<file path="src/rtl/funprof_dump.sv">
// funprof_dump: reader side of the function-profiler counter bank.
// A single-cycle dump_req snapshots all NUM_CNT counters into a shadow file
// in one clock edge, then drains the snapshot one word per beat over a
// valid/ready stream (m_idx 0 .. NUM_CNT-1, m_last on the final word).
// The live counters keep running during the drain; the dump stays coherent
// to the snapshot cycle.
// Optional feature, macro FUNPROF_DUMP_CLEAR_EN: when defined, cnt_clr
// pulses for one cycle after the snapshot edge (read-and-clear profiling).
// When undefined, cnt_clr is tied 0.
module funprof_dump #(
  parameter int unsigned NUM_CNT = 8,
  parameter int unsigned CNT_W   = 32,
  parameter int unsigned IDX_W   = 6
) (
  input  logic                     clk,
  input  logic                     reset,
  input  logic [NUM_CNT*CNT_W-1:0] cnt_in,
  input  logic                     dump_req,
  output logic [CNT_W-1:0]         m_data,
  output logic [IDX_W-1:0]         m_idx,
  output logic                     m_valid,
  input  logic                     m_ready,
  output logic                     m_last,
  output logic                     busy,
  output logic                     dump_done,
  output logic                     cnt_clr
);

  localparam int unsigned       VEC_W    = NUM_CNT * CNT_W;
  localparam logic [IDX_W-1:0]  LAST_IDX = IDX_W'(NUM_CNT - 1);

  typedef enum logic [1:0] {
    IDLE = 2'd0,
    SEND = 2'd1,
    DONE = 2'd2
  } state_t;

  state_t             state;
  logic [VEC_W-1:0]   shadow;
  logic [IDX_W-1:0]   nxt_idx;
  logic [CNT_W-1:0]   nxt_data;
  logic               hs;

  // A beat transfers only while valid is up; ready alone means nothing.
  assign hs = m_valid & m_ready;

  // Next word to present: shadow entry at m_idx+1 (only used when not last).
  always_comb begin
    nxt_idx  = m_idx + IDX_W'(1);
    nxt_data = '0;
    for (int k = 0; k < NUM_CNT; k++) begin
      if (nxt_idx == IDX_W'(k)) begin
        nxt_data = shadow[k*CNT_W +: CNT_W];
      end
    end
  end

  // Snapshot / drain FSM with registered stream outputs.
  always_ff @(posedge clk) begin
    if (reset) begin
      state     <= IDLE;
      shadow    <= '0;
      m_data    <= '0;
      m_idx     <= '0;
      m_valid   <= 1'b0;
      m_last    <= 1'b0;
      busy      <= 1'b0;
      dump_done <= 1'b0;
    end else begin
      dump_done <= 1'b0;
      case (state)
        IDLE: begin
          if (dump_req) begin
            shadow  <= cnt_in;
            m_data  <= cnt_in[CNT_W-1:0];
            m_idx   <= '0;
            m_valid <= 1'b1;
            m_last  <= (LAST_IDX == '0);
            busy    <= 1'b1;
            state   <= SEND;
          end
        end
        SEND: begin
          // Outputs hold while stalled; they only move on a handshake.
          if (hs) begin
            if (m_idx == LAST_IDX) begin
              m_valid   <= 1'b0;
              m_last    <= 1'b0;
              busy      <= 1'b0;
              dump_done <= 1'b1;
              state     <= DONE;
            end else begin
              m_idx  <= nxt_idx;
              m_data <= nxt_data;
              m_last <= (nxt_idx == LAST_IDX);
            end
          end
        end
        DONE: begin
          state <= IDLE;
        end
        default: begin
          state   <= IDLE;
          m_valid <= 1'b0;
          m_last  <= 1'b0;
          busy    <= 1'b0;
        end
      endcase
    end
  end

`ifdef FUNPROF_DUMP_CLEAR_EN
  // Clear the live bank in the cycle after the snapshot edge.
  always_ff @(posedge clk) begin
    if (reset) begin
      cnt_clr <= 1'b0;
    end else begin
      cnt_clr <= (state == IDLE) && dump_req;
    end
  end
`else
  assign cnt_clr = 1'b0;
`endif

endmodule

</file>
<file path="config.mk">
export PLATFORM = sky130hd
export DESIGN_NAME = funprof_dump
export DESIGN_NICKNAME = d
export VERILOG_FILES = /design/src/rtl/funprof_dump.sv
export SDC_FILE = /design/constraint.sdc
export NUM_CORES = 1
export LEC_CHECK = 0
export CELL_PAD_IN_SITES_DETAIL_PLACEMENT = 1
export CELL_PAD_IN_SITES_GLOBAL_PLACEMENT = 1
export CORE_ASPECT_RATIO = 0.75
export CORE_UTILIZATION = 33
export CTS_CLUSTER_SIZE = 40
export DETAILED_ROUTE_END_ITERATION = 10
export GPL_ROUTABILITY_DRIVEN = 0
export PLACE_DENSITY_LB_ADDON = 0.1
export SYNTH_ARGS = -nofsm -noshare
export SYNTH_HDL_FRONTEND = slang
export SYNTH_SLANG_ARGS = --single-unit
</file>
<file path="constraint.sdc">
create_clock -name clk -period 2.58 [get_ports clk]
set_clock_uncertainty 0.15 [all_clocks]
set_input_delay 0.258 -clock clk [delete_from_list [all_inputs] [get_ports clk]]
set_output_delay 0.258 -clock clk [all_outputs]
set_load 0.02 [all_outputs]
</file>
## Word-level counts from Yosys, hierarchy flattened

Index checks and enable logic that the tools add are counted.

- Flip-flop bits (word level): 299
- Output and inout bits: 43
- Bits of input ports: 260
- Word-level logic and storage cells: 64

- Reduce and logical (&&, ||, !) cells: 9
- Muxes and demuxes: 29
- Add/subtract/negate cells: 1
- Bitwise operators: 4
- Equality and inequality tests: 14

Operators by type and width:

| operator | count |
|---|---|
| $mux W32 | 11 |
| $pmux W32 S2 | 1 |
| $eq A6 B3 Y1 const B | 5 |
| $mux W6 | 3 |
| $eq A6 B2 Y1 const B | 2 |
| $pmux W6 S2 | 1 |
| $ne A2 B2 Y1 const B | 4 |
| $reduce_and A4 Y1 | 2 |
| $mux W1 | 7 |
| $add A6 B1 Y6 const B | 1 |
| $eq A6 B1 Y1 const B | 1 |
| $logic_not A6 Y1 | 1 |
| $mux W2 | 3 |
| $pmux W1 S3 | 2 |
| $reduce_and A3 Y1 | 2 |
| $pmux W2 S2 | 1 |
| $not A1 Y1 | 3 |
| $reduce_or A3 Y1 | 1 |
| $eq A2 B1 Y1 const B | 1 |
| $eq A2 B2 Y1 const B | 1 |
| $logic_not A2 Y1 | 1 |
| $reduce_and A2 Y1 | 1 |
| $reduce_bool A2 Y1 | 1 |
| $and A1 B1 Y1 | 1 |

## Logic depth before layout (Yosys ltp)

- Word-level depth: 13
- Gate-level depth with buffers: 11
- Mapped depth without buffers: 8

## Worst setup path before layout

No wires, ideal clock.

- Path kind: reg-to-reg
- From: reg m_idx[0]
- To: reg m_data[27]
- Cell stages (with the launch flop): 9
- Arrival: 2.226 ns
- Period minus slack after synthesis: 2.525 ns
- Path slack: 0.055 ns
- Library setup time: 0.148 ns
- Data required time: 2.282 ns
- Buffers on the path: 1
- Path through: dfxtp_1 ha_1 nor3b_2 a211o_4 a211oi_4 buf_6 o21ai_0 a221oi_2 a2111oi_2

- Cells in the longest elaborated chain, start to end: 13
- Elaborated cells on any way between the ends: 23
- Those cells by class: add/sub: 1; eq/ne: 9; mux: 11; reduce/logical: 2

Ends and longest elaborated chain:

| what | RTL line | source |
|---|---|---|
| start: declaration | 20 | `output logic [IDX_W-1:0] m_idx,` |
| start signal: assignment | 93 | `m_idx <= nxt_idx;` |
| $add A6 B1 Y6 | 49 | `nxt_idx = m_idx + IDX_W'(1);` |
| $logic_not A6 Y1 | 52 | `if (nxt_idx == IDX_W'(k)) begin` |
| $mux W32 (8 in a row) | 52 |  |
| $mux W32 | 86 | `if (m_idx == LAST_IDX) begin` |
| $mux W32 | 85 | `if (hs) begin` |
| $pmux W32 S2 | 71 | `case (state)` |
| end signal: assignment | 75 | `m_data <= cnt_in[CNT_W-1:0];` |
| end signal: assignment | 94 | `m_data <= nxt_data;` |
| end: declaration | 19 | `output logic [CNT_W-1:0] m_data,` |

Several ways; a longest one is shown, not always the timed one. The select of a mux whose other input is x is not followed.
A chain may end at the register's enable or synchronous reset.

## Final worst setup path

- From: reg m_idx[0]
- To: reg m_data[28]

Same word-level chain as after synthesis.

==> results.yml <==
layout:
  fillers: 4752
  area_delta_synth_final_pct: 36.9
  stdcell_count: 2547
  final_layout_size_suffix_gt1_share_pct: 10.1
  nets: 2265
  fin_area_um2: 18600
worst_setup_path:
  r2r-start: "m_idx[0]$_SDFFE_PP0P_"
  path_cells: "ha_2, nor3b_4, and3_2, a211oi_4, buf_4, clkbuf_16, o21ai_1, a221oi_2, a2111oi_2"
  startpoint: "m_idx[0]$_SDFFE_PP0P_"
  cp_slowest_cell: "dfxtp_1"
  required_ps: 2910
  crit_path_end_kind: "register"
  start_kind: "register"
  critPathMaxFanout: 16
  worstSetupPathType: "register to register"
  critical_path_arrival_ps: 2800
  critPathMaxStageDelay_ps: 420
global_route:
  overflow: 0
  grt_pass1_wl_um: 81000
  antenna_found_initial: 10
  grt_max_degree: 116
  grtUsageTotal_pct: 25.1
  grt_pass1_vias: 13800
placement:
  dp_slack_ps: -5.56
  dp_hpwl_um: 38700
  dp_cells: 2483
  io_buffers: 301
  place_area_um2: 17400
power:
  p_leak_nw: 6.82
  power_density_nw_per_um2: 645
  ir_drop_mv: 0.480
timing:
  slew_violations: 0
  min_period_ps: 2470
  fmaxAchievable_ghz: 0.405
  period_share_pct: 95.6
  hold_viol_final: 0
  worst_pin_slew_ps: 683
  setup_slack_ps: 113
  setup_violations: 0
  slew_headroom_pct: 54.5
yosys:
  yosysTopAreaCellShare_pct: 44.1
  synth-seq-cells: 299
  async_flop_share_pct: 0
  yosys-top-cells-count: "nand2_1 (517), a21oi_1 (331), dfxtp_1 (299)"
  postSynthAreaPerCell_um2: 7.71
  yosysUniqueCellTypes: 51
  synth_most_common_cell: "nand2_1"
  ys_seq_area_share_pct: 44.1
  synth_ff_type: "dfxtp_1"
  yosys_warnings: 0
  synthTopCellsByArea: "dfxtp_1 (44%), nand2_1 (14%), a21oi_1 (12%)"
  synth_top_area_cell: "dfxtp_1"
  syn-cell-area_um2: 13600
  synth_cells: 1759
  syn_nets: 2024
  synth_edf_count: 0
detailed_routing:
  drt_pass1_iterations: 8
  viasPerCell: 5.35
  ant_nets: 0
  wl_per_cell_um: 21.2
  drc: 0
  totalWireLength_um: 54000
  num_vias: 13600
  drt_iter0_markers: 891
floorplan:
  die_h_um: 178
  coreArea_um2: 40000
  die_x_um: 236
  num_rows: 63
  io_pins: 303
  dieArea_um2: 41900
  initial_utilization_pct: 33.9
cts:
  clockRootBuffer: "clkbuf_16"
  path_clk_slew_ps: 70
  clock-sinks: 299
  cts_buffers: 31
  clock_latency_ps: 580
  cts-htree-levels: 1
  tritoncts: "built"
  clk_path_buf_depth: 3
worst_hold_path:
  hp-start: "cnt_in[248]"
  hold_class: "input port to register"
run_status:
  outcome: "finished, final reports clean"
flow_run:
  max-cap-violations: 0
layout by cell type, fill, tap and decap left out, types with 4 or more instances in the layout:
| master | netlist | final |
|---|---|---|
| o21ai_0 | 61 | 61 |
| nor2_1 | 44 | 44 |
| bufinv_16 | 0 | 5 |
| o22ai_2 | 0 | 4 |
| nand2_1 | 517 | 517 |
| nand3_1 | 4 | 4 |
| o2bb2ai_1 | 7 | 7 |
| o32ai_1 | 7 | 7 |
| a21oi_1 | 331 | 330 |
| o21ai_1 | 8 | 8 |
| nor3_1 | 8 | 8 |
| dfxtp_1 | 299 | 297 |
| o22ai_1 | 50 | 46 |
| nand2b_1 | 8 | 7 |
| buf_4 | 4 | 42 |
| clkinv_2 | 0 | 5 |
| inv_1 | 52 | 52 |
| a2111oi_2 | 25 | 25 |
| a22oi_1 | 25 | 25 |
| a221oi_2 | 32 | 32 |
| buf_12 | 0 | 24 |
| nor2b_1 | 52 | 50 |
| clkdlybuf4s50_1 | 0 | 300 |
| clkbuf_8 | 0 | 7 |
| clkbuf_1 | 129 | 4 |
| clkbuf_16 | 0 | 32 |
| clkinvlp_4 | 0 | 5 |
| a221o_1 | 32 | 32 |
power by group:
part / internal [W] / total (W) / switching [W] / leakage [nW]
clock network: 0.00291 / 0.00489 / 0.00199 / 0.533
logic: 0.000926 / 0.00196 / 0.00104 / 3.83
registers: 0.00492 / 0.00512 / 0.000207 / 2.46
cell type report:
| type | count | area (um2) | area share, % |
|---|---|---|---|
| Multi-Input combinational cell | 1247 | 6770 | 36.5 |
| Timing Repair Buffer | 369 | 3850 | 20.7 |
| Tap cell | 520 | 651 | 3.50 |
| Antenna cell | 2 | 5.00 | 0.0270 |
| Sequential cell | 299 | 5990 | 32.3 |
| Clock buffer | 42 | 887 | 4.78 |
| Inverter | 52 | 195 | 1.05 |
| Clock inverter | 16 | 221 | 1.19 |
routing by layer:
metal  track usage (%)  up-vias  share of wire (%)
met5                 0        -               0.16
met4              7.46       14                2.9
met3              4.70       98                4.8
met2              43.3      303                 49
met1              31.7     6683                 44
li1                  -     6518                  -
what timing repair did:
action / in CTS / in global routing
gates cloned: 0 / 1
endpoints found under the setup margin: 2 / 27
hold buffers: 1 / 0
endpoints found under the hold margin: 9 / 0
pin swaps: 0 / 1
buffers inserted: 0 / 2
resized for setup: 3 / 6
metrics by stage:
step / hold slack, ps / util [%] / setup TNS (ps) / power [W]
after global placement: 289 / 43.3 / 0 / 0.00713
final: 69.7 / 46.4 / 0 / 0.0120
after detailed placement: 298 / 43.3 / -5.56 / 0.00717
after CTS: 45.1 / 46.2 / 0 / 0.0121
after floorplan: 244 / - / 0 / 0.00615
after global routing: 57.4 / 46.3 / -6.13 / 0.0125
path summary, 6_finish.rpt:
check / endpoint / slack [ps] / cells past startpoint
max: m_data[28]$_SDFFE_PP0P_ / 110 / 9
min: shadow[248]$_SDFFE_PP0P_ / 70 / 3
max reg2reg: m_data[28]$_SDFFE_PP0P_ / 110 / 9
min reg2reg: shadow[83]$_SDFFE_PP0P_ / 310 / 2
critical path: cells and delay by family (launching register included):
kind | cells | cell delay, ps
fa+ha+maj | 1 | 270
simple gates | 2 | 640
compound gates | 4 | 520
buf+inv | 2 | 360
flops | 1 | 420
sequential cells by signal, summed over array words and instances (netlist names):
signal and count:
busy 1, dump_done 1, m_data 32, m_idx 6, m_last 1, shadow 256
state 2
cell families after synthesis:
family                   synth area share, %
flip-flops                              44.1
other                                 0.0277
buffers and inverters                   6.63
AO/OA/AOI/OAI                           28.9
AND/OR/NAND/NOR                         19.8
adder cells (fa/ha/maj)                0.461
Power figures use the tool's default switching activity.
==> RTL edit: new RTL, same flow settings <==
Re-encode `state_t` (3 states) as one-hot, 3 bits wide.
--- a/src/rtl/funprof_dump.sv
+++ b/src/rtl/funprof_dump.sv
@@ -31,6 +31,6 @@
 
-  typedef enum logic [1:0] {
-    IDLE = 2'd0,
-    SEND = 2'd1,
-    DONE = 2'd2
+  typedef enum logic [2:0] {
+    IDLE = 3'b001,
+    SEND = 3'b010,
+    DONE = 3'b100
   } state_t;
Check against the original RTL: no difference found for any inputs over 4 cycles, from zero or initial values and one cycle with reset high; so few cycles prove little.
==> RTL edit against the unedited design <==
  * Routed wire length up 3.3%
  * Synthesized area down 3.4%
  * Cell area down 3.8%
  * Combinational power down 12%
  * Critical endpoint is now m_data[31]
  * Count of clock-buffer cells in the layout up 5
  * Clock power down 10%
  * Non-clock buffer count down 12
  * Power down 5.8%
  * Setup slack worse by 0.013 ns
  * Sequential cell count up 1
==> RTL edit: results (changes against the unedited design) <==
Synth
  • Syn_nets: 2058 (+1.7%)
  • Most used DFF post-synth: dfxtp_1
  • Post-Synth XOR/XNOR Area: 0 (unchanged)
  • Compound-Gate Fraction of Synth Area: 0.264 (-0.0253)
  • Synth Instances: 1793 (+1.9%)
  • Adder and majority gate portion of the synthesized area: 0.00477 (+0.000161)
  • Sequential share of the synthesized area: 0.458 (+0.0170)
  • Post-synth top cells: nand2_1 (592), a21oi_1 (328), dfxtp_1 (300)
  • Post-synth ARST share: 0 (unchanged)
  • Post-synthesis mux area share: 0.000764 (+0.000764)
  • Post-synth cell types: 44 (-14%)
  • Ranking of synthesized cells by area: dfxtp_1 (46%), nand2_1 (17%), a21oi_1 (13%)

Worst setup path
  • Slowest CP cell: or4b_4
  • Data arrival time of the critical path: 2.81 ns (about the same)
  • Delay-heaviest family, CP: compound AO/OA/AOI/OAI gates
  • Max incr delay on CP: 0.50 ns (+0.08 ns)
  • CP max FO: 11 (-5)

Place
  • DPL Wire Length: 40.6 mm (+5.1%)
  • Dpl ws: -0.126 ns (-0.120 ns)
  • Dpl cells: 2502 (+0.77%)
  • Port Buffers: 301 (unchanged)

Global route
  • Vias in the first global route: 13900 (+0.28%)
  • GRT met2 Usage: 0.446 (+0.0126)
  • Initial antenna violation count: 15 (+5)
  • Met1 Use GR: 0.356 (+0.0389)
  • First-pass GRT wire length: 83.6 mm (+3.2%)
  • GRT Overall Usage: 0.269 (+0.0188)
  • Largest net degree at the start of global routing: 142 (+22%)
  • Met3 usage: 0.0550 (+0.00798)

Final layout
  • Layout fillers: 4665 (-1.8%)
  • Final net count: 2289 (+1.1%)
  • Leading registers by flop count: shadow: 256 flops, m_data: 32 flops, m_idx: 6 flops
  • Final std cells w/o fill: 2561 (+0.55%)
  • Layout cells sized above 1: 0.0671 (-0.0342)

Route
  • Vias: 13800 (+1.6%)
  • Met2 routed WL: 26.3 mm (about the same)
  • Iter 0 DRT Violations: 1061 (+19%)
  • Met3 routed WL: 3.40 mm (+31%)
  • Total Wirelength: 55.8 mm (+3.3%)
  • DRT met1 WL: 24.7 mm (+5.2%)
  • Detailed Routing Iterations Pass 1: 5 (-3)

Pwr
  • Peak supply drop: 501 µV (+4.3%)
  • Leak: 0.00629 µW (-7.7%)

Outcome
  • Run status: finished, final reports clean

Timing
  • Slew @ Worst Pin: 0.736 ns (+0.0536 ns)
  • Endpoints failing setup: 0 (unchanged)

Clock network
  • Post-CTS Setup Inserts: 0 (unchanged)
  • Clk root buf: clkbuf_16
  • CTS clk-pin slew, worst paths: 0.07 ns (about the same)
[RTL edit: changes by cell type after synthesis, moves of 12 or more]
cell       before  now
nand2_1       517  592
nor2_1         44   80
a221oi_2       32    0
nor2b_1        52    1
a221oi_1        0   40
inv_1          52   11
a2111oi_2      25    0
o21ai_0        61  103
a22oi_1        25    0
a221o_1        32    4
buf_2          17    5
o211ai_1        0   17
[RTL edit: metrics by stage]
| step | TNS (ns) | hold slack, ns | area [µm²] |
|---|---|---|---|
| 6_report | 0 | 0.0118 | 17900 |
| 5_1_grt | 0 | 0.0294 | 17800 |
| 4_1_cts | 0 | 0.00328 | 17800 |
| 3_5_place_dp | -0.373 | 0.295 | 16800 |
| 3_3_place_gp | 0 | 0.290 | 16800 |
| 2_1_floorplan | 0 | 0.244 | 13100 |
[RTL edit: power by group]
part | internal [µW] | total (µW) | switching (µW)
Combinational | 804 | 1730 | 929
Sequential | 4950 | 5170 | 218
Clock | 2490 | 4380 | 1890
Total | 8250 | 11300 | 3040
[RTL edit: final cells by class]
| type | count | area share |
|---|---|---|
| clock inverters | 5 | 0.00301 |
| diodes | 6 | 0.000841 |
| inverters | 13 | 0.00273 |
| multi-input cells | 1321 | 0.366 |
| repair buffers | 357 | 0.204 |
| clock buffers | 47 | 0.0507 |
| flip-flops and latches | 300 | 0.336 |
| well taps | 512 | 0.0359 |
[RTL edit: final timing paths]
check                   start  cells after the start  slack [ns]     endpoint
setup / recovery     m_idx[0]                      8         0.1   m_data[31]
hold / removal          reset                      2        0.01   shadow[76]
hold reg to reg   shadow[196]                      2        0.30  shadow[196]
setup reg to reg     m_idx[0]                      8         0.1   m_data[31]
[RTL edit: timing repair]
item / 4_1_cts / 5_1_grt
gates resized for setup: 5 / 10
setup endpoints to repair: 7 / 15
pin swaps: 1 / 9
cloned: 0 / 1
